<file path="config.mk">
export PLATFORM = sky130hd
export DESIGN_NAME = led_mode_sequencer_flat
export DESIGN_NICKNAME = d
export VERILOG_FILES = /design/src/rtl/led_mode_sequencer_pkg.sv /design/src/rtl/led_mode_sequencer_if.sv /design/src/rtl/led_dwell_timer.sv /design/src/rtl/led_mode_sequencer.sv /design/src/flat_wrapper.sv
export SDC_FILE = /design/constraint.sdc
export NUM_CORES = 1
export LEC_CHECK = 0
export CORE_MARGIN = 2
export CORE_UTILIZATION = 30
export DETAILED_ROUTE_END_ITERATION = 6
export HOLD_SLACK_MARGIN = 0.1
export SKIP_LAST_GASP = 1
export SLEW_MARGIN = 25
export SYNTH_ARGS = -nofsm -noshare
export SYNTH_HDL_FRONTEND = slang
export SYNTH_HIERARCHICAL = 1
export SYNTH_SLANG_ARGS = --single-unit
</file>
<file path="constraint.sdc">
create_clock -name clk -period 1.5 [get_ports clk]
set_input_delay 0.45 -clock clk [delete_from_list [all_inputs] [get_ports clk]]
set_output_delay 0.45 -clock clk [all_outputs]
set_load 0.005 [all_outputs]
</file>
<file path="src/rtl/led_mode_sequencer_pkg.sv">
// rtl/led_mode_sequencer_pkg.sv - shared state, mode and speed definitions for the LED sequencer
package led_ctrl_pkg;

    typedef enum logic [1:0] {
        RUN   = 2'd0,
        BLANK = 2'd1,
        LOAD  = 2'd2
    } seq_state_e;

    localparam logic [1:0] MODE_BLINK = 2'd0;
    localparam logic [1:0] MODE_FILL  = 2'd1;
    localparam logic [1:0] MODE_RUN   = 2'd2;
    localparam logic [1:0] MODE_ACCUM = 2'd3;

    localparam logic [1:0] FREQ_0 = 2'd0;
    localparam logic [1:0] FREQ_1 = 2'd1;
    localparam logic [1:0] FREQ_2 = 2'd2;
    localparam logic [1:0] FREQ_3 = 2'd3;

    // Both the mode and speed selects step forward modulo four.
    function automatic logic [1:0] next_sel(input logic [1:0] sel);
        return sel + 2'd1;
    endfunction

endpackage

</file>
<file path="src/rtl/led_mode_sequencer_if.sv">
// rtl/led_mode_sequencer_if.sv - request and select signals between a requester and the sequencer
interface led_mode_sequencer_if;

    logic       tick;
    logic       next_req;
    logic       auto_en;
    logic       speed_req;
    logic [1:0] mode_sel;
    logic [1:0] freq_sel;
    logic       pattern_rst;
    logic       blank;

    modport master (
        output tick, next_req, auto_en, speed_req,
        input  mode_sel, freq_sel, pattern_rst, blank
    );

    modport slave (
        input  tick, next_req, auto_en, speed_req,
        output mode_sel, freq_sel, pattern_rst, blank
    );

endinterface

</file>
<file path="src/rtl/led_dwell_timer.sv">
// rtl/led_dwell_timer.sv - tick counter with enable, clear and terminal-count strobe
module led_dwell_timer #(
    parameter int TERMINAL = 16,
    parameter int CNT_W    = 8
) (
    input  logic clk,
    input  logic reset,
    input  logic en_i,
    input  logic clr_i,
    output logic tc_o
);

    localparam logic [CNT_W-1:0] LAST = CNT_W'(TERMINAL - 1);
    localparam logic [CNT_W-1:0] ONE  = CNT_W'(1);

    logic [CNT_W-1:0] cnt_q;
    logic [CNT_W-1:0] cnt_d;

    // tc_o only fires on the enabled count that reaches the terminal value.
    assign tc_o = en_i && (cnt_q == LAST);

    always_comb begin
        cnt_d = cnt_q;
        if (clr_i || tc_o) begin
            cnt_d = '0;
        end else if (en_i) begin
            cnt_d = cnt_q + ONE;
        end
    end

    always_ff @(posedge clk or negedge reset) begin
        if (!reset) begin
            cnt_q <= '0;
        end else begin
            cnt_q <= cnt_d;
        end
    end

endmodule

</file>
<file path="src/rtl/led_mode_sequencer.sv">
// rtl/led_mode_sequencer.sv - sequences LED pattern modes with a blanking interval and steps the speed select
module led_mode_sequencer
    import led_ctrl_pkg::*;
#(
    parameter int DWELL_TICKS  = 16,
    parameter int BLANK_CYCLES = 4,
    parameter int CNT_W        = 8
) (
    input  logic                 clk,
    input  logic                 reset,
    led_mode_sequencer_if.slave  bus
);

    localparam logic [CNT_W-1:0] BLANK_LAST = CNT_W'(BLANK_CYCLES - 1);
    localparam logic [CNT_W-1:0] ONE        = CNT_W'(1);

    seq_state_e       state_q, state_d;
    logic [1:0]       mode_q, mode_d;
    logic [1:0]       pending_q, pending_d;
    logic [1:0]       freq_q, freq_d;
    logic             prst_q, prst_d;
    logic             blank_q, blank_d;
    logic [CNT_W-1:0] bcnt_q, bcnt_d;

    logic in_run;
    logic dwell_en;
    logic dwell_clr;
    logic expire;
    logic trigger;

    assign in_run    = (state_q == RUN);
    assign dwell_en  = in_run && bus.auto_en && bus.tick;
    // Dwell restarts from zero outside RUN, with auto off, and on any manual advance.
    assign dwell_clr = !in_run || !bus.auto_en || bus.next_req;
    assign trigger   = in_run && (bus.next_req || expire);

    led_dwell_timer #(
        .TERMINAL (DWELL_TICKS),
        .CNT_W    (CNT_W)
    ) u_dwell (
        .clk   (clk),
        .reset (reset),
        .en_i  (dwell_en),
        .clr_i (dwell_clr),
        .tc_o  (expire)
    );

    always_comb begin
        state_d   = state_q;
        mode_d    = mode_q;
        pending_d = pending_q;
        prst_d    = prst_q;
        blank_d   = blank_q;
        bcnt_d    = bcnt_q;
        freq_d    = bus.speed_req ? next_sel(freq_q) : freq_q;

        case (state_q)
            RUN: begin
                if (trigger) begin
                    state_d   = BLANK;
                    pending_d = next_sel(mode_q);
                    bcnt_d    = '0;
                    prst_d    = 1'b1;
                    blank_d   = 1'b1;
                end
            end
            BLANK: begin
                bcnt_d = bcnt_q + ONE;
                if (bcnt_q == BLANK_LAST) begin
                    state_d = LOAD;
                end
            end
            LOAD: begin
                mode_d  = pending_q;
                prst_d  = 1'b0;
                blank_d = 1'b0;
                state_d = RUN;
            end
            default: begin
                state_d = RUN;
                prst_d  = 1'b0;
                blank_d = 1'b0;
            end
        endcase
    end

    always_ff @(posedge clk or negedge reset) begin
        if (!reset) begin
            state_q   <= RUN;
            mode_q    <= MODE_BLINK;
            pending_q <= MODE_BLINK;
            freq_q    <= FREQ_0;
            prst_q    <= 1'b0;
            blank_q   <= 1'b0;
            bcnt_q    <= '0;
        end else begin
            state_q   <= state_d;
            mode_q    <= mode_d;
            pending_q <= pending_d;
            freq_q    <= freq_d;
            prst_q    <= prst_d;
            blank_q   <= blank_d;
            bcnt_q    <= bcnt_d;
        end
    end

    assign bus.mode_sel    = mode_q;
    assign bus.freq_sel    = freq_q;
    assign bus.pattern_rst = prst_q;
    assign bus.blank       = blank_q;

endmodule

</file>
<file path="src/flat_wrapper.sv">
// flat-port wrapper written by rule: the top's interface ports become plain ports
module led_mode_sequencer_flat import led_ctrl_pkg::*;
#(
    parameter int DWELL_TICKS  = 16,
    parameter int BLANK_CYCLES = 4,
    parameter int CNT_W        = 8
)
  (clk, reset, bus_tick, bus_next_req, bus_auto_en, bus_speed_req, bus_mode_sel, bus_freq_sel, bus_pattern_rst, bus_blank);
  led_mode_sequencer_if bus_i ();
  input  logic clk;
  input  logic reset;
  input wire logic [$bits(bus_i.tick)-1:0] bus_tick;
  input wire logic [$bits(bus_i.next_req)-1:0] bus_next_req;
  input wire logic [$bits(bus_i.auto_en)-1:0] bus_auto_en;
  input wire logic [$bits(bus_i.speed_req)-1:0] bus_speed_req;
  output wire logic [$bits(bus_i.mode_sel)-1:0] bus_mode_sel;
  output wire logic [$bits(bus_i.freq_sel)-1:0] bus_freq_sel;
  output wire logic [$bits(bus_i.pattern_rst)-1:0] bus_pattern_rst;
  output wire logic [$bits(bus_i.blank)-1:0] bus_blank;
  assign bus_i.tick = bus_tick;
  assign bus_i.next_req = bus_next_req;
  assign bus_i.auto_en = bus_auto_en;
  assign bus_i.speed_req = bus_speed_req;
  assign bus_mode_sel = bus_i.mode_sel;
  assign bus_freq_sel = bus_i.freq_sel;
  assign bus_pattern_rst = bus_i.pattern_rst;
  assign bus_blank = bus_i.blank;
  led_mode_sequencer #(.DWELL_TICKS(DWELL_TICKS), .BLANK_CYCLES(BLANK_CYCLES), .CNT_W(CNT_W)) u_core (.clk(clk), .reset(reset), .bus(bus_i));
endmodule
</file>
# After elaboration in Yosys (flattened, before gate mapping)
# Cells that the tools add are included.
# classes
add_sub_neg,4
mul,0
div,0
n_lt_le_gt_ge,0
n_eq_ne,6
n_shift,0
n_mux,9
n_bitwise,1
n_reduce_logical,17
# op_table
op,count
two-way mux 8 bit,3
"adder 8 x 1 -> 8 bit, second input constant",2
one-hot mux 8 bit (2 select lines),1
"== test 8 x 2 -> 1 bit, second input constant",1
"== test 8 x 4 -> 1 bit, second input constant",1
AND reduction 2 bit,4
"adder 2 x 1 -> 2 bit, second input constant",2
logical AND 1 bit,4
logical OR 1 bit,4
two-way mux 2 bit,2
one-hot mux 2 bit (2 select lines),1
nonzero test 2 bit,2
"== test 2 x 1 -> 1 bit, second input constant",1
"== test 2 bit, second input constant",1
zero test 1 bit,2
zero test 2 bit,1
"!= test 2 x 1 -> 1 bit, second input constant",1
"!= test 2 bit, second input constant",1
one-hot mux 1 bit (2 select lines),1
two-way mux 1 bit,1
inverter 1 bit,1
# word_totals
register_bits,25
latchBits,0
ramBits,0
mem_bits_ro,0
input_bits,6
out_inout_bits,6
word_cells,44
n_memories,0

# Logic depth before layout (Yosys ltp)
# Gate-level depths: netlist of run 1.
# logic_depth
ltp_word,8
depth_mapped,7
depth_no_buf,7

# Hierarchy
# Netlist of run 1, hierarchy kept.
# by_module_without_submodules
module,instances,cells_per_inst,area_each_um2,seq_area_each_um2
led_mode_sequencer,1,74,779.5,425.4
led_dwell_timer,1,45,429.2,200.2

# Least setup slack after synthesis of run 1
# OpenSTA, ideal clock, no wires.
# synth_timing
path_kind,register to register
from,reg u_core.state_q[0]
to,reg u_core.bcnt_q[3]
setup_ns,0.127
arrival_time_ns,1.522
required_ns,1.373
setup_slack_ns,-0.149
stages_incl_launch_ff,8
path_buffers,0
period_less_slack_ns,1.649
cell_sequence,dfrtp_1 nor2_1 and3_1 nand4_1 nor2_4 o21ai_1 nand3_1 o21ai_0
# synth_via
elab_chain_len,8
elab_cells_between_ends,11
cone_classes,eq/ne: 2; mux: 1; reduce/logical: 8
# synth_rtl
item,line_no,text
start: declaration,led_mode_sequencer.sv:17,"seq_state_e state_q, state_d;"
start signal: assignment,led_mode_sequencer.sv:97,state_q <= state_d;
zero test 2 bit,led_mode_sequencer.sv:31,assign in_run = (state_q == RUN);
logical AND 1 bit (2 in a row),led_mode_sequencer.sv:32,assign dwell_en = in_run && bus.auto_en && bus.tick;
named net u_core.dwell_en,led_mode_sequencer.sv:26,logic dwell_en;
logical AND 1 bit,led_dwell_timer.sv:20,assign tc_o = en_i && (cnt_q == LAST);
named net u_core.expire,led_mode_sequencer.sv:28,logic expire;
logical OR 1 bit,led_mode_sequencer.sv:35,assign trigger = in_run && (bus.next_req || expire);
logical AND 1 bit,led_mode_sequencer.sv:35,
!= test 2 bit (no source line),-,
AND reduction 2 bit (no source line),-,
end signal: assignment,led_mode_sequencer.sv:103,bcnt_q <= bcnt_d;
end: declaration,led_mode_sequencer.sv:23,"logic [CNT_W-1:0] bcnt_q, bcnt_d;"
# The timed path passes the listed nets, and every way through them passes these cells.
# A chain may end at the register's enable or synchronous reset.

# Worst setup path after layout of run 1
# layout_timing
from,reg u_core.state_q[0]
to,reg u_core.bcnt_q[4]
# The elaborated chain is that of the path after synthesis.

==> results.md, run 1 <==
- Hold path cells: 2
- Max-cap viol count: 0
- Total Routed Length: 2650 um
- Slack of the critical path: -0.107 ns
- Internal power: 1.44 mW
- Grt peak-use layer: met2
- Reg-to-reg setup timing slack: -0.11 ns
- Failing checks: negative setup slack
- Capturing element type of the critical path: flip-flop
- Floorplan Core Area: roughly 0.0039 mm2
- First DRT Iteration DRCs: between 70 and 80
- # clock sinks: 25
- Cell type of the slowest stage on the worst timing path: sky130_fd_sc_hd__dfrtp_1
- First-pass detailed-route iteration total: 4
- Register-to-Register Path Depth: 7
- Global-route congestion overflow total: 0
- Number of placement rows: 23
- Area growth from synthesis to layout: 39.2%
- Area occupied by multi-input gates: about 600 um2
- Proportion of synthesized chip area in sequential cells: 0.518
- TritonCTS clock tree: yes
- Clock insertion delay at the later pin of the skew report: 0.27 ns
- Crit path buf inv count: 0
- Worst-Margin Slew: roughly 0.28 ns
- Sw Share: 0.332
- Global-route wire length before repair: around 4700 um
- Type of element launching the critical path: flip-flop
- Required time of the critical path: 1.66 ns
- Crit path cell chain: nor2_4 -> and3_4 -> nand4_1 -> nor2_4 -> o31ai_4 -> o21ai_1 -> o21ai_1
- Dpl hpwl: 1890 um
- IO Count: 12
- Vias in the first global route: 1053
- Pwr dens: between 1000 and 1500 mW/mm2
- Portion of the clock cycle consumed by the worst path in the final layout: 1.07
- CTS clk-pin slew, worst paths: about 0.090 ns
- Share of the synthesized area in the top cell type: 0.518
- Outcome: finished with violations
- Most area-hungry cell type in the Yosys netlist: sky130_fd_sc_hd__dfrtp_1
- Top delay family on crit path: simple AND/OR/NAND/NOR gates
- Full die area: roughly 0.0046 mm2
- Post-synthesis instance area: 0.00121 mm2
- Leakage power figure: about 0.75 nW
- Nets in the synthesized netlist: around 130
- Highest Clock Rate: between 600 and 700 MHz
- Synth warn: 6
- Maximum number of pins on one net before global-route repair: 26
- Final Slew Violations: 0
- Start of the worst register-to-register path: u_core/state_q[0]$_DFFE_PN0P_
- Die width: about 67 um
- Number of fillers in the final layout: 367
- Final weighted congestion of routability-driven global placement: around 0.84
- Number of register bits inferred by synthesis: 25
- CP Data Arrival Time: 1.76 ns
- Count of endpoints failing hold in the final timing report: 0
- Worst Hold Launch: u_core/pending_q[0]$_DFFE_PN0P_
- Critical-path maximum fanout: 4
- Drt wl/cell: around 13 um
- GR met1 Demand/Resource: 0.162
- Setup repair after global routing missed its margin: true
- Portion of total power attributed to combinational logic: 0.383
- Crit path kind: flip-flop to flip-flop
- Fraction of the core area covered by cells at the end of the flow: 0.427
- Post-route minimum period: approximately 1.6 ns
- Worst path max stage delay: approximately 0.4 ns
- Via count normalized by instance count: ~5
- Count of antenna diodes in the layout: 0
- Post-route clock skew: around 0.0021 ns
- R2r endpoint: u_core/bcnt_q[4]$_DFFE_PN0P_
- Psw: 714 uW
- Effective utilization at floorplan: 0.307
- Final setup violating endpoints: 16
- Port Buffer Count: 11
- Proportion of power drawn by flip-flops and latches: 0.431
- Met3 routing resource usage after global routing: 0.0400
- All-layer global routing usage: 0.138
- Power share of the clock group: 0.186
- Number of nets still failing antenna checks after routing: 0
- Overall via count from detail_route: approximately 1000
- Antenna violations before repair: 0
- Fraction of final layout cells sized beyond drive strength 1: 0.308
- Gate Count Post-Synth: between 100 and 150
- Maximum VDD drop: 0.000657 V
- Level count of the clock H-tree: 1
- Synthesized area per cell: between 10 and 15 um2
- Synth area leaders: sky130_fd_sc_hd__dfrtp_1 52%, sky130_fd_sc_hd__nand2_1 5.9%, sky130_fd_sc_hd__o21ai_0 5.8%
- Clk buf depth: 2
- Chip height: 67.5 um
- Number of CTS-inserted buffers: 3
- Storage cell area: ~630 um2
- Total number of nets in the final design: roughly 170
- Number of design rule violations left after detail routing: 0
- CTS Root Buffer Type: sky130_fd_sc_hd__clkbuf_8
- Worst max-slew margin expressed relative to the limit: 0.810
- PnR Total Power: ~2.2 mW
- Met2 Track Usage GR: 0.245
- Yosys cell types: 35
- Hold Path End: u_core/pending_q[0]$_DFFE_PN0P_
- Min-delay worst type: flip-flop to flip-flop
==> Yosys cell counts <==
cell type                  count
sky130_fd_sc_hd__xor2_1        2
sky130_fd_sc_hd__o31ai_1       3
sky130_fd_sc_hd__nand3_1       4
sky130_fd_sc_hd__nor3_4        1
sky130_fd_sc_hd__buf_6         1
sky130_fd_sc_hd__nand2_1      19
sky130_fd_sc_hd__nand3b_1      1
sky130_fd_sc_hd__ha_1          2
sky130_fd_sc_hd__a31oi_1       2
sky130_fd_sc_hd__or4_4         1
sky130_fd_sc_hd__and3_1        2
sky130_fd_sc_hd__o211ai_1      1
sky130_fd_sc_hd__a211oi_2      1
sky130_fd_sc_hd__clkbuf_1      1
sky130_fd_sc_hd__and2_1        1
sky130_fd_sc_hd__or3_1         5
sky130_fd_sc_hd__nand2b_1      2
sky130_fd_sc_hd__or3b_1        2
sky130_fd_sc_hd__a21oi_1       3
sky130_fd_sc_hd__nand4_1       2
sky130_fd_sc_hd__o21ai_1       2
sky130_fd_sc_hd__nand4_2       1
sky130_fd_sc_hd__mux2_2        2
sky130_fd_sc_hd__o21ai_0      14
sky130_fd_sc_hd__xnor2_1       2
sky130_fd_sc_hd__dfrtp_1      25
sky130_fd_sc_hd__inv_1         3
sky130_fd_sc_hd__nor2_1        6
sky130_fd_sc_hd__and2b_2       1
sky130_fd_sc_hd__or2_2         1
sky130_fd_sc_hd__buf_4         1
sky130_fd_sc_hd__nand3_2       1
sky130_fd_sc_hd__nor4_1        1
sky130_fd_sc_hd__nor2_4        1
sky130_fd_sc_hd__mux2i_1       2
==> through the flow <==
step	setup slack, ns	TNS (ns)	instances	area (um2)	hold slack [ns]
4_1_cts	-0.116	-0.808	204	1630	0.491
6_report	-0.107	-0.802	206	1680	0.481
5_1_grt	-0.205	-2.62	206	1680	0.518
3_3_place_gp	-0.475	-7.64	193	1510	0.458
3_5_place_dp	-0.531	-8.28	193	1510	0.471
2_1_floorplan	-0.0665	-0.259	119	1220	0.154
==> logic make-up (layout without fill, tap and decap cells) <==
| group | after synthesis | in the layout | share of synthesized area |
|---|---|---|---|
| AND/OR/NAND/NOR | 52 | 52 | 0.245 |
| AO/OA/AOI/OAI | 26 | 26 | 0.124 |
| flip-flops | 25 | 25 | 0.518 |
| buffers and inverters | 6 | 43 | 0.0279 |
| XOR/XNOR | 4 | 4 | 0.0290 |
| multiplexers | 4 | 4 | 0.0352 |
| adder cells (fa/ha/maj) | 2 | 2 | 0.0207 |
==> registers in the layout, summed over array words and instances, names as in the netlist <==
| register | cells |
|---|---|
| u_core/u_dwell/cnt_q | 8 |
| u_core/state_q | 2 |
| u_core/bus.mode_sel | 2 |
| u_core/bus.freq_sel | 2 |
| u_core/pending_q | 2 |
| u_core/bus.blank | 1 |
| u_core/bcnt_q | 8 |
==> worst reg2reg max path: stages (launching register included) <==
cell and delay (ns):
sky130_fd_sc_hd__dfrtp_1 0.41, sky130_fd_sc_hd__nor2_4 0.13, sky130_fd_sc_hd__and3_4 0.21, sky130_fd_sc_hd__nand4_1 0.18, sky130_fd_sc_hd__nor2_4 0.24, sky130_fd_sc_hd__o31ai_4 0.09, sky130_fd_sc_hd__o21ai_1 0.16, sky130_fd_sc_hd__o21ai_1 0.08
==> power groups by stage <==
stage	Combinational [mW]	Sequential (mW)	Clock [mW]
after floorplan	0.413	0.937	0
after global placement	0.673	0.935	0
after detailed placement	0.689	0.941	0
after CTS	0.785	0.924	0.417
after global routing	0.933	0.943	0.449
final	0.824	0.926	0.400
==> cell usage in the layout (no fill, tap or decap), types with 2 or more instances in the layout <==
master	count
sky130_fd_sc_hd__a21oi_1	2
sky130_fd_sc_hd__nand2_1	19
sky130_fd_sc_hd__nor2_1	5
sky130_fd_sc_hd__nor2_4	2
sky130_fd_sc_hd__dfrtp_1	25
sky130_fd_sc_hd__buf_6	2
sky130_fd_sc_hd__dlygate4sd2_1	8
sky130_fd_sc_hd__mux2_2	2
sky130_fd_sc_hd__or3_1	3
sky130_fd_sc_hd__ha_1	2
sky130_fd_sc_hd__nand4_1	2
sky130_fd_sc_hd__xnor2_1	2
sky130_fd_sc_hd__buf_4	21
sky130_fd_sc_hd__a31oi_1	2
sky130_fd_sc_hd__or3b_1	2
sky130_fd_sc_hd__clkdlybuf4s50_1	2
sky130_fd_sc_hd__o31ai_1	2
sky130_fd_sc_hd__o21ai_1	6
sky130_fd_sc_hd__inv_1	3
sky130_fd_sc_hd__clkbuf_8	3
sky130_fd_sc_hd__o21ai_2	2
sky130_fd_sc_hd__buf_12	2
sky130_fd_sc_hd__o21ai_0	7
sky130_fd_sc_hd__or3_4	2
sky130_fd_sc_hd__nand3_1	4
sky130_fd_sc_hd__nand2b_1	2
sky130_fd_sc_hd__xor2_1	2
sky130_fd_sc_hd__mux2i_1	2
==> worst max path at each step <==
stage | startpoint | end | slack (ns) | cells after the start
detailed placement | bus_auto_en | u_core/bcnt_q[4]$_DFFE_PN0P_ | -0.53 | 7
finish | u_core/state_q[0]$_DFFE_PN0P_ | u_core/bcnt_q[4]$_DFFE_PN0P_ | -0.11 | 7
global placement | bus_auto_en | u_core/bcnt_q[2]$_DFFE_PN0P_ | -0.47 | 7
floorplan | u_core/state_q[1]$_DFFE_PN0P_ | u_core/bcnt_q[2]$_DFFE_PN0P_ | -0.07 | 7
CTS | u_core/u_dwell/cnt_q[7]$_DFFE_PN0P_ | u_core/bcnt_q[4]$_DFFE_PN0P_ | -0.12 | 5
global route | u_core/state_q[0]$_DFFE_PN0P_ | u_core/bcnt_q[4]$_DFFE_PN0P_ | -0.21 | 7
==> routing by layer <==
metal / wire [um] / vias to the layer above
met4: 25 / 0
li1: - / 493
met5: 0 / -
met1: 1200 / 498
met2: 1330 / 17
met3: 91 / 4
==> what timing repair did <==
item,CTS,global route
gates resized for setup,18,9
hold buffers,0,0
endpoints found under the hold margin,0,0
pin swaps,13,9
endpoints found under the setup margin,25,20
buffers inserted,7,3
==> cell type report <==
type / count / area share
Tap cell: 50 / 0.0372
Sequential cell: 25 / 0.372
Inverter: 3 / 0.00669
Multi-Input combinational cell: 88 / 0.367
Timing Repair Buffer: 36 / 0.190
Clock buffer: 3 / 0.0245
Clock inverter: 1 / 0.00297
Note: power is estimated with default switching activity, not from simulation.
==> inputs of run 2 (changes only) <==
--- a/config.mk
+++ b/config.mk
@@ -9,6 +9,7 @@
 export CORE_UTILIZATION = 30
 export DETAILED_ROUTE_END_ITERATION = 6
 export HOLD_SLACK_MARGIN = 0.1
+export SETUP_SLACK_MARGIN = 0.05
 export SKIP_LAST_GASP = 1
 export SLEW_MARGIN = 25
 export SYNTH_ARGS = -nofsm -noshare
==> results.md, run 2 (same netlist as run 1, synthesis figures left out) <==
- Outcome: finished with violations
- Failing checks: negative setup slack
- Slack of the critical path: -0.0930 ns
- First-pass detailed-route iteration total: 4
- Floorplan Core Area: a little under 0.004 mm2
- CTS Root Buffer Type: sky130_fd_sc_hd__clkbuf_8
- Critical-path maximum fanout: 4
- Max-cap viol count: 0
- Worst slack at placement: -0.560 ns
- TritonCTS clock tree: yes
- Count of endpoints failing hold in the final timing report: 0
- Number of placement rows: 23
- Final Slew Violations: 0
- Number of design rule violations left after detail routing: 0
- Maximum VDD drop: ~0.00045 V
- Total Routed Length: between 2000 and 3000 um
- PnR Total Power: 2.13 mW
- Maximum number of pins on one net before global-route repair: 26
- Capturing element type of the critical path: flip-flop
- Worst Hold Launch: u_core/pending_q[0]$_DFFE_PN0P_
- CP Data Arrival Time: around 1.7 ns
- Count of antenna diodes in the layout: 0
- Source of the critical timing path: u_core/state_q[0]$_DFFE_PN0P_
- Antenna violations before repair: 0
- Worst-Margin Slew: between 0.4 and 0.5 ns
- Global-route wire length before repair: 4600 um
- Setup repair after global routing missed its margin: true
- Port Buffer Count: 11
- Final weighted congestion of routability-driven global placement: roughly 0.8
- Post-route clock skew: around 0.0024 ns
- Min-delay worst type: flip-flop to flip-flop
- Area growth from synthesis to layout: 39.5%
- Leakage power figure: 0.766 nW
- All-layer global routing usage: 0.135
- Effective utilization at floorplan: 0.307
- Portion of the clock cycle consumed by the worst path in the final layout: 1.06
- Level count of the clock H-tree: 1
- Start of the worst register-to-register path: u_core/state_q[0]$_DFFE_PN0P_
- Chip height: around 67 um
- Number of CTS-inserted buffers: 3
- Clock insertion delay at the later pin of the skew report: about 0.26 ns
- Largest regs: u_core/bcnt_q (8), u_core/u_dwell/cnt_q (8)
- Pwr dens: approximately 1300 mW/mm2
- Number of nets still failing antenna checks after routing: 0
- Required time of the critical path: about 1.7 ns
- Overall via count from detail_route: 1012
- Post-route minimum period: between 1.5 and 2 ns
- Worst max-slew margin expressed relative to the limit: 0.724
- Fraction of final layout cells sized beyond drive strength 1: 0.313
- Clk buf depth: 2
- Tightest hold margin: around 0.49 ns
- Vias in the first global route: 1016
- Most used cells in the layout excluding fill and tap cells: 25 x sky130_fd_sc_hd__buf_4, 25 x sky130_fd_sc_hd__dfrtp_1, 19 x sky130_fd_sc_hd__nand2_1
- Via count normalized by instance count: about 4.8
- Setup TNS: -0.571 ns
- IO Count: 12
- Final setup violating endpoints: 14
- Full die area: 0.00455 mm2
- Dpl hpwl: 1920 um
- Total number of nets in the final design: between 150 and 200
- Type of element launching the critical path: flip-flop
- First DRT Iteration DRCs: 21
- Global-route congestion overflow total: 0
- CTS clk-pin slew, worst paths: about 0.09 ns
- Crit path kind: flip-flop to flip-flop
- Drt wl/cell: 12.7 um
- Die width: a little under 70 um
- # clock sinks: 25
- Highest Clock Rate: 628 MHz
## run 2: layout make-up
type	count	area [um2]
repair buffers	40	338
well taps	50	62.6
clock buffers	4	45.0
multi-input cells	88	604
fillers	361	2260
flip-flops and latches	25	626
inverters	3	11.3
## run 2: final timing paths
path,endpoint,slack (ns),depth (start not counted)
worst max-delay path,u_core/bcnt_q[2]$_DFFE_PN0P_,-0.09,7
worst min-delay path,u_core/pending_q[0]$_DFFE_PN0P_,0.49,2
worst max register to register,u_core/bcnt_q[2]$_DFFE_PN0P_,-0.09,7
worst min register to register,u_core/pending_q[0]$_DFFE_PN0P_,0.49,2
max in group asynchronous,u_core/bus.freq_sel[0]$_DFFE_PN0P_,0.81,2
min in group asynchronous,u_core/bcnt_q[4]$_DFFE_PN0P_,0.54,2
## run 2: where the power goes
| part | switching, mW | internal [mW] | leakage (nW) | total (mW) |
|---|---|---|---|---|
| Sequential | 0.0987 | 0.817 | 0.331 | 0.916 |
| Clock | 0.204 | 0.190 | 0.0228 | 0.394 |
| Combinational | 0.403 | 0.420 | 0.412 | 0.823 |
## run 2: timing repair
action | CTS | global route
endpoints found under the hold margin | 0 | 0
cloned | 0 | 0
resized for setup | 21 | 4
setup buffers | 9 | 4
setup endpoints to repair | 25 | 20
hold buffers | 0 | 0
pin swaps | 13 | 12
## run 2: metrics by stage
stage,area [um2],util,instances
3_3_place_gp,1530,0.388,196
6_report,1690,0.428,210
2_1_floorplan,1220,-,119
3_5_place_dp,1530,0.388,196
4_1_cts,1670,0.424,208
5_1_grt,1690,0.428,210
## run 2: worst max-delay path: stages (launching register included)
cell,delay [ns]
sky130_fd_sc_hd__dfrtp_1,0.39
sky130_fd_sc_hd__nor2_2,0.13
sky130_fd_sc_hd__and3_4,0.21
sky130_fd_sc_hd__nand4_1,0.18
sky130_fd_sc_hd__nor2_4,0.24
sky130_fd_sc_hd__o31ai_4,0.10
sky130_fd_sc_hd__o21ai_1,0.14
sky130_fd_sc_hd__o21ai_1,0.09
## run 2: per-layer routing
layer  up-vias  wire [um]  GRT usage  part of all wire
met1       492       1240      0.183              0.47
met4         0         15     0.0306            0.0056
met5         -          0          0                 0
li1        502          -          -                 -
met3         2         72     0.0300             0.027
met2        16       1330      0.221              0.50
==> inputs of run 3 (changes only) <==
--- a/config.mk
+++ b/config.mk
@@ -5,7 +5,6 @@
 export SDC_FILE = /design/constraint.sdc
 export NUM_CORES = 1
 export LEC_CHECK = 0
-export CORE_MARGIN = 2
 export CORE_UTILIZATION = 30
 export DETAILED_ROUTE_END_ITERATION = 6
 export HOLD_SLACK_MARGIN = 0.1
==> results.md, run 3 (same netlist as run 1, synthesis figures left out) <==
- Floorplan Core Area: around 0.0038 mm2
- Number of nets still failing antenna checks after routing: 0
- Post-route non-filler standard cell count: 207
- Cell type of the slowest stage on the worst timing path: sky130_fd_sc_hd__dfrtp_1
- Min-delay worst type: flip-flop to flip-flop
- Die width: ~65 um
- Clk buf depth: 2
- Number of CTS-inserted buffers: 3
- Highest routed metal layer: met4
- Highest Clock Rate: 625 MHz
- Cell count after placement: 192
- Detail Route met2 WL: approximately 1300 um
- Effective utilization at floorplan: 0.321
- Drt wl/cell: around 12 um
- Maximum number of pins on one net before global-route repair: 26
- First DRT Iteration DRCs: 10
- Area growth from synthesis to layout: 39.9%
- Pwr dens: between 1000 and 1500 mW/mm2
- Outcome: finished with violations
- Worst-Margin Slew: 0.312 ns
- Worst max-slew margin expressed relative to the limit: 0.790
- IO Count: 12
- Portion of the clock cycle consumed by the worst path in the final layout: 1.07
- Global-route wire length before repair: 4260 um
- Top delay family on crit path: simple AND/OR/NAND/NOR gates
- PnR Total Power: 2.14 mW
- Count of endpoints failing hold in the final timing report: 0
- Total number of nets in the final design: around 170
- Failing checks: negative setup slack
- Crit path cell chain: nor2_2 -> and3_4 -> nand4_1 -> buf_4 -> or3b_1 -> a21oi_1
- CP Data Arrival Time: 1.80 ns
- Setup TNS: -0.451 ns
- Type of element launching the critical path: flip-flop
- Critical-path maximum fanout: 3
- Number of placement rows: 22
- Wire length the detailed router placed on met1: approximately 1100 um
- Antenna violations before repair: 0
- Number of design rule violations left after detail routing: 0
- Most used cells in the layout excluding fill and tap cells: 25 x sky130_fd_sc_hd__buf_4, 25 x sky130_fd_sc_hd__dfrtp_1, 19 x sky130_fd_sc_hd__nand2_1
- TritonCTS clock tree: yes
- Leakage power figure: 0.770 nW
- Required time of the critical path: between 1.5 and 2 ns
- Final Slew Violations: 0
- Chip height: around 65 um
- Post-route clock skew: 0.00454 ns
- Worst path max stage delay: 0.39 ns
- First-pass detailed-route iteration total: 4
- Count of antenna diodes in the layout: 0
- Crit path buf inv count: 1
- Clock insertion delay at the later pin of the skew report: ~0.26 ns
- CTS clk-pin slew, worst paths: around 0.080 ns
- Final setup violating endpoints: 12
- Setup repair after global routing missed its margin: true
- Max-cap viol count: 0
- Fraction of final layout cells sized beyond drive strength 1: 0.333
- Capturing element type of the critical path: flip-flop
- Total Routed Length: 2510 um
- Met3 Routed Length: about 60 um
- All-layer global routing usage: 0.129
- Overall via count from detail_route: 992
- Slack of the critical path: -0.100 ns
- Count of hold buffers inserted by post-cts repair: 0
- Level count of the clock H-tree: 1
- Vias in the first global route: approximately 1000
- Full die area: about 0.0043 mm2
- Tightest hold margin: ~0.49 ns
- Post-route minimum period: about 1.6 ns
- Dpl hpwl: between 1500 and 2000 um
- Final weighted congestion of routability-driven global placement: about 0.8
- Global-route congestion overflow total: 0
- Largest regs: u_core/bcnt_q (8), u_core/u_dwell/cnt_q (8)
- Port Buffer Count: 11
- Via count normalized by instance count: between 4 and 5
- CTS Root Buffer Type: sky130_fd_sc_hd__clkbuf_8
- Maximum VDD drop: 0.000793 V
- # clock sinks: 25
- Crit path kind: flip-flop to flip-flop
-- run 3: report_power, final --
| group | total, mW | leakage [nW] | internal (mW) | switching [mW] |
|---|---|---|---|---|
| clock network | 0.387 | 0.0228 | 0.189 | 0.197 |
| registers | 0.908 | 0.331 | 0.817 | 0.0914 |
| logic | 0.847 | 0.417 | 0.437 | 0.410 |
| total | 2.14 | 0.770 | 1.44 | 0.699 |
-- run 3: per-stage QoR --
step	area (um2)	utilization	setup slack (ns)
2_1_floorplan	1220	-	-0.0643
3_3_place_gp	1510	0.401	-0.438
3_5_place_dp	1510	0.401	-0.533
4_1_cts	1630	0.431	-0.0941
5_1_grt	1690	0.448	-0.176
6_report	1690	0.448	-0.100
-- run 3: timing repair --
| action | CTS | global route |
|---|---|---|
| endpoints found under the setup margin | 25 | 20 |
| resized for setup | 17 | 11 |
| buffers inserted | 6 | 5 |
| gates cloned | 0 | 0 |
| pin swaps | 10 | 12 |
-- run 3: cell type report --
class	count	area, um2
Clock buffer	4	45.0
Fill cell	356	2080
Inverter	3	11.3
Multi-Input combinational cell	88	619
Sequential cell	25	626
Tap cell	48	60.1
Timing Repair Buffer	39	329
-- run 3: final timing paths --
path | end | start | cells past startpoint | slack (ns)
hold / removal | u_core/bcnt_q[7]$_DFFE_PN0P_ | u_core/bcnt_q[7]$_DFFE_PN0P_ | 1 | 0.49
max in group asynchronous | u_core/bcnt_q[3]$_DFFE_PN0P_ | reset | 2 | 0.82
setup / recovery | u_core/u_dwell/cnt_q[4]$_DFFE_PN0P_ | u_core/state_q[0]$_DFFE_PN0P_ | 6 | -0.10
min in group asynchronous | u_core/u_dwell/cnt_q[2]$_DFFE_PN0P_ | reset | 2 | 0.53
setup reg to reg | u_core/u_dwell/cnt_q[4]$_DFFE_PN0P_ | u_core/state_q[0]$_DFFE_PN0P_ | 6 | -0.10
hold reg to reg | u_core/bcnt_q[7]$_DFFE_PN0P_ | u_core/bcnt_q[7]$_DFFE_PN0P_ | 1 | 0.49
-- run 3: per-layer routing --
layer | up-vias | track usage
met5 | - | 0
met4 | 0 | 0.0217
met3 | 2 | 0.0365
met2 | 8 | 0.226
met1 | 483 | 0.160
li1 | 499 | -
